<file path="src/rtl/seq_mul_shift_add_pkg.sv">
// Shared arithmetic-datapath definitions for the iterative shift-add multiplier.
// Holds the control state encoding and the default operand/counter widths.
package seq_mul_shift_add_pkg;

    localparam int WIDTH_DEF = 32;
    localparam int CNT_W_DEF = 6;

    typedef enum logic [1:0] {
        IDLE = 2'b00,
        CALC = 2'b01,
        DONE = 2'b10
    } state_t;

    // The unused encoding 2'b11 is folded onto IDLE so the FSM always recovers.
    function automatic state_t state_decode(input logic [1:0] s);
        case (s)
            2'b01:   state_decode = CALC;
            2'b10:   state_decode = DONE;
            default: state_decode = IDLE;
        endcase
    endfunction

endpackage

</file>
<file path="src/rtl/yAdder.sv">
// 32-bit ripple-carry adder shared by the arithmetic datapath.
// z = a + b + cin, with the carry out of bit 31 on cout.
module yAdder (
    output logic [31:0] z,
    output logic        cout,
    input  logic [31:0] a,
    input  logic [31:0] b,
    input  logic        cin
);

    logic [32:0] c;

    assign c[0] = cin;

    for (genvar i = 0; i < 32; i++) begin : g_bit
        assign z[i]   = a[i] ^ b[i] ^ c[i];
        assign c[i+1] = (a[i] & b[i]) | (c[i] & (a[i] ^ b[i]));
    end

    assign cout = c[32];

endmodule

</file>
<file path="src/rtl/seq_mul_shift_add.sv">
// Iterative unsigned WIDTH x WIDTH multiplier, one shift-add step per clock
// through the shared yAdder, with valid/ready handshakes on both sides.
module seq_mul_shift_add
    import seq_mul_shift_add_pkg::*;
#(
    parameter int WIDTH = WIDTH_DEF,
    parameter int CNT_W = CNT_W_DEF
) (
    input  logic               clk,
    input  logic               rst_n,
    input  logic               in_valid,
    output logic               in_ready,
    input  logic [WIDTH-1:0]   a,
    input  logic [WIDTH-1:0]   b,
    output logic               out_valid,
    input  logic               out_ready,
    output logic [2*WIDTH-1:0] product,
    output logic               hi_nonzero
);

    state_t               state_q, state_d;
    logic [WIDTH-1:0]     m_q;
    logic [2*WIDTH-1:0]   p_q;
    logic [CNT_W-1:0]     cnt_q;
    logic [2*WIDTH-1:0]   prod_q;

    logic [WIDTH-1:0]     add_b;
    logic [WIDTH-1:0]     sum;
    logic                 carry;
    logic [2*WIDTH-1:0]   p_step;
    logic                 accept;
    logic                 last_step;

    // Add M into the high half only when the multiplier bit under P[0] is set.
    assign add_b = p_q[0] ? m_q : '0;

    yAdder u_add (
        .z    (sum),
        .cout (carry),
        .a    (p_q[2*WIDTH-1:WIDTH]),
        .b    (add_b),
        .cin  (1'b0)
    );

    // Carry becomes the new MSB so P_hi + M is never truncated.
    assign p_step    = {carry, sum, p_q[WIDTH-1:1]};
    assign accept    = in_valid & in_ready;
    assign last_step = (state_decode(state_q) == CALC) && (cnt_q == CNT_W'(1));

    always_ff @(posedge clk or negedge rst_n) begin
        if (!rst_n) begin
            state_q <= IDLE;
        end else begin
            state_q <= state_d;
        end
    end

    always_comb begin
        state_d = state_decode(state_q);
        case (state_decode(state_q))
            IDLE:    if (accept) state_d = CALC;
            CALC:    if (last_step) state_d = DONE;
            DONE:    if (out_ready) state_d = IDLE;
            default: state_d = IDLE;
        endcase
    end

    always_comb begin
        in_ready  = 1'b0;
        out_valid = 1'b0;
        case (state_decode(state_q))
            IDLE:    in_ready  = 1'b1;
            DONE:    out_valid = 1'b1;
            default: ;
        endcase
    end

    always_ff @(posedge clk or negedge rst_n) begin
        if (!rst_n) begin
            m_q    <= '0;
            p_q    <= '0;
            cnt_q  <= '0;
            prod_q <= '0;
        end else if (accept) begin
            m_q   <= a;
            p_q   <= {{WIDTH{1'b0}}, b};
            cnt_q <= CNT_W'(WIDTH);
        end else if (state_decode(state_q) == CALC) begin
            p_q   <= p_step;
            cnt_q <= cnt_q - CNT_W'(1);
            // Result is latched separately so it survives the next operand load.
            if (last_step) prod_q <= p_step;
        end
    end

    assign product    = prod_q;
    assign hi_nonzero = |prod_q[2*WIDTH-1:WIDTH];

endmodule

</file>
<file path="config.mk">
export PLATFORM = sky130hd
export DESIGN_NAME = seq_mul_shift_add
export DESIGN_NICKNAME = d
export VERILOG_FILES = /design/src/rtl/seq_mul_shift_add_pkg.sv /design/src/rtl/yAdder.sv /design/src/rtl/seq_mul_shift_add.sv
export SDC_FILE = /design/constraint.sdc
export NUM_CORES = 1
export LEC_CHECK = 0
export CAP_MARGIN = 10
export CORE_MARGIN = 2
export CORE_UTILIZATION = 40
export DETAILED_ROUTE_END_ITERATION = 12
export GPL_TIMING_DRIVEN = 0
export PLACE_DENSITY = 0.68
export SKIP_LAST_GASP = 1
export SYNTH_ARGS = -nofsm -noshare
export SYNTH_HDL_FRONTEND = slang
export SYNTH_SLANG_ARGS = --single-unit
</file>
<file path="constraint.sdc">
create_clock -name clk -period 14.95 [get_ports clk]
set_clock_uncertainty 0.2 [all_clocks]
set_input_delay 2.2425 -clock clk [delete_from_list [all_inputs] [get_ports clk]]
set_output_delay 2.2425 -clock clk [all_outputs]
set_load 0.02 [all_outputs]
</file>
==> summary.md <==
| Metric | Value |
|---|---|
| CORE AREA | `between 15000 and 20000 um^2` |
| MaxCap Viol Count | `0` |
| Fill count | `1725` |
| DIE AREA | `approximately 21000 um^2` |
| Flop and latch count out of synthesis | `between 150 and 200` |
| CP startpoint kind | `flip-flop` |
| Logic pwr share | `44.3%` |
| GRT busiest layer | `met2` |
| Top Ports | `135` |
| RR Startpoint | `p_q[0]` |
| CP Capture Type | `flip-flop` |
| Wire per inst | `16.3 um` |
| Die X | `between 100 and 150 um` |
| RSZ-0062 raised after global routing | `no` |
| Layout Utilization | `a little over half` |
| Hold buffers post-CTS | `0` |
| R2R depth | `36` |
| GRT Util Overall | `roughly a fifth` |
| Final RePlAce weighted congestion | `around 0.80` |
| Worst-margin pin slew | `0.667 ns` |
| Hold Crit Start | `m_q[11]` |
| Internal power | `1.41 mW` |
| Period utilisation layout | `96.5%` |
| Routed via count | `~5.4k` |
| Die H | `145 um` |
| DP Cell Count | `about 1.1k` |
| Placed instance area | `9630 um^2` |
| Mapped Cells | `704` |
| Non-filler instance count after layout | `roughly 1.1k` |
| Worst Path Required | `15.06 ns` |
| Crit path arrival time | `14.53 ns` |
| Clock Latency Late Sink | `roughly 0.42 ns` |
| Synth-to-Final Area Change | `29.7%` |
| Library cells used by synthesis | `31` |
| Drt drc | `0` |
| Setup TNS | `0 ns` |
| Post-route cell area | `10300 um^2` |
| Power share of the clock group | `20.0%` |
| Synth warnings | `0` |
| Reg power frac | `approximately 36%` |
| TritonCTS clock tree | `done` |
| Clock root buffer master | `clkbuf_16` |
| Worst slew margin | `55.5%` |
| Register area share after synthesis | `53.1%` |
| Sw frac | `between 30% and 40%` |
| TritonRoute pass-1 iters | `4` |
| Worst r2r dst | `product[62]` |
| Hold Fails Final Rpt | `0` |
| Clock sink count | `168` |
| Vias/cell | `4.76` |
| Met2 Usage GRT | `30.7%` |
| VDD IR max | `0.000118 V` |
| Routed Antenna Nets | `0` |
| Cell accounting for the most synthesized area | `dfrtp_1` |
| GR met1 Demand/Resource | `24.9%` |
| Share of layout cells above drive strength 1 | `13.2%` |
| Max Buffers Root-to-Sink | `2` |
| Worst Path Max Fanout | `4` |
| Syn Nets | `809` |
| Post-synth EDFFs | `0` |
| CTS Buf Count | `17` |
| Net switching power | `~860 uW` |
| FP Rows | `51` |
| Power Total | `between 2 and 2.5 mW` |
| Post-synth top area share | `53.1%` |
| Starting Density | `40.7%` |
| Ant. Diodes | `0` |
| Post-Route WL | `18.5 mm` |
| Synth top area cells | `dfrtp_1, mux2i_1, fa_1` |
| Largest net degree at the start of global routing | `slightly above 90` |
| P_leak | `a little over 5 nW` |
| Global-route wire length before repair | `29.8 mm` |
| Setup Slack @ Placement | `-0.633 ns` |
| Min-delay worst type | `reg2reg` |
| Maximum level of the CTS H-tree | `4` |
| Pwr dens | `221 nW/um^2` |
| Min Hold Slack | `~0.28 ns` |
| Syn avg cell area | `11.3 um^2` |
| Worst hold path stage count | `2` |
| Initial antenna violation count | `0` |
| Post-route minimum period | `14.42 ns` |
| Setup violators final | `0` |
| Vias in the first global route | `5700` |
| Status | `complete, no violations` |
| Kind of critical path | `reg2reg` |
| Mapped Area | `7920 um^2` |
| Setup slack, reg-to-reg | `0.53 ns` |
| Ys async rst share | `100%` |
| Main synth FF type | `dfrtp_1` |
| Met3 Resource Use GR | `4.08%` |
| Nets | `962` |
| Worst Setup Slack, final | `~0.53 ns` |
| Fmax | `between 60 and 70 MHz` |
| Fin. max-slew vios | `0` |
| Slowest stage delay, CP | `0.51 ns` |
| DR iter-0 viols | `roughly 320` |
| Hold Path End | `m_q[11]` |
| Total gr overflow | `0` |
| IO buf count | `134` |
| CP dominant cell by count | `fa_1` |
| Max stage delay cell, worst path | `fa_1` |
| Final HPWL DP | `about 13 mm` |
| Clock slew at reported path FFs | `0.06 ns` |
==> cell families (layout without fill, tap and decap cells) <==
| group | Yosys count | after routing | synth area share (%) |
|---|---|---|---|
| buffers and inverters | 108 | 274 | 5.95 |
| adder cells (fa/ha/maj) | 37 | 37 | 8.78 |
| XOR/XNOR | 3 | 3 | 0.332 |
| AND/OR/NAND/NOR | 220 | 220 | 11.2 |
| flip-flops | 168 | 168 | 53.1 |
| multiplexers | 107 | 107 | 16.0 |
| AO/OA/AOI/OAI | 61 | 61 | 4.67 |
==> flip-flops by register name (all words and copies together), names as in the netlist <==
| signal | cells |
|---|---|
| product | 64 |
| m_q | 32 |
| cnt_q | 6 |
| p_q | 64 |
| state_q | 2 |
==> cells in the mapped netlist (2+ instances only) <==
cell type,count
a211oi_1,22
a21oi_1,3
and2_1,3
buf_2,17
buf_4,2
buf_6,5
clkbuf_1,15
dfrtp_1,168
fa_1,31
ha_1,6
inv_1,69
mux2_2,5
mux2_4,38
mux2i_1,64
nand2_1,161
nand4_1,3
nor2_1,38
nor4_1,8
o21ai_0,33
xnor2_1,2
==> power by group through the flow <==
stage               combinational, mW  clock, mW  sequential (mW)
floorplan                       0.575          0            0.861
global placement                0.978          0            0.809
detailed placement               1.00          0            0.812
CTS                              1.02      0.459            0.810
global route                     1.12      0.480            0.835
finish                           1.00      0.454            0.809
==> timing repair <==
action | 4_1_cts | 5_1_grt
setup buffers | 1 | 0
gates resized for setup | 7 | 6
setup endpoints to repair | 6 | 4
==> final cells by class <==
type                    instances  area (um^2)  area share [%]
flip-flops and latches        168         4210            40.9
multi-input cells             428         3270            31.8
well taps                     265          332            3.23
clock inverters                14          175            1.70
repair buffers                136         1380            13.4
inverters                      69          259            2.52
clock buffers                  18          439            4.27
plain buffers                  37          215            2.09
==> metal layers <==
layer,share of wire (%),up-vias
met1,45,2667
met5,0,-
li1,-,2579
met2,49,132
met3,4.2,26
met4,2.3,0
==> cell usage in the layout, fill, tap and decap left out, drive strengths merged <==
cell type,count
nor2b,1
bufinv,3
and3,1
clkinvlp,6
inv,70
ha,6
dfrtp,168
clkbuf,31
nand2b,1
xor2,1
or4,1
mux2,43
mux2i,64
clkdlybuf4s50,133
nor3b,1
a2bb2oi,1
xnor2,2
nand4,3
nor4,8
o2bb2ai,1
and2,3
a211oi,22
buf,27
o21ai,33
a21oi,3
clkinv,4
nand2,161
nor4b,1
fa,31
or2,1
nor2,38
o31ai,1
==> critical path, delay by kind of cell (launching register included) <==
| kind | cells | cell delay (ns) |
|---|---|---|
| adders and majority gates | 32 | 13.23 |
| and+or+nand+nor | 1 | 0.13 |
| muxes | 1 | 0.26 |
| buffers and inverters | 2 | 0.11 |
| DFF | 1 | 0.39 |
==> worst max path at each step <==
stage	depth (start not counted)	to	start	slack, ns
global placement	36	product[62]	p_q[0]	-0.54
floorplan	36	product[62]	p_q[0]	0.44
finish	36	product[62]	p_q[0]	0.53
CTS	36	product[62]	p_q[0]	0.04
detailed placement	36	product[62]	p_q[0]	-0.63
global route	36	product[62]	p_q[0]	0.03
(Power assumes the default switching activity.)
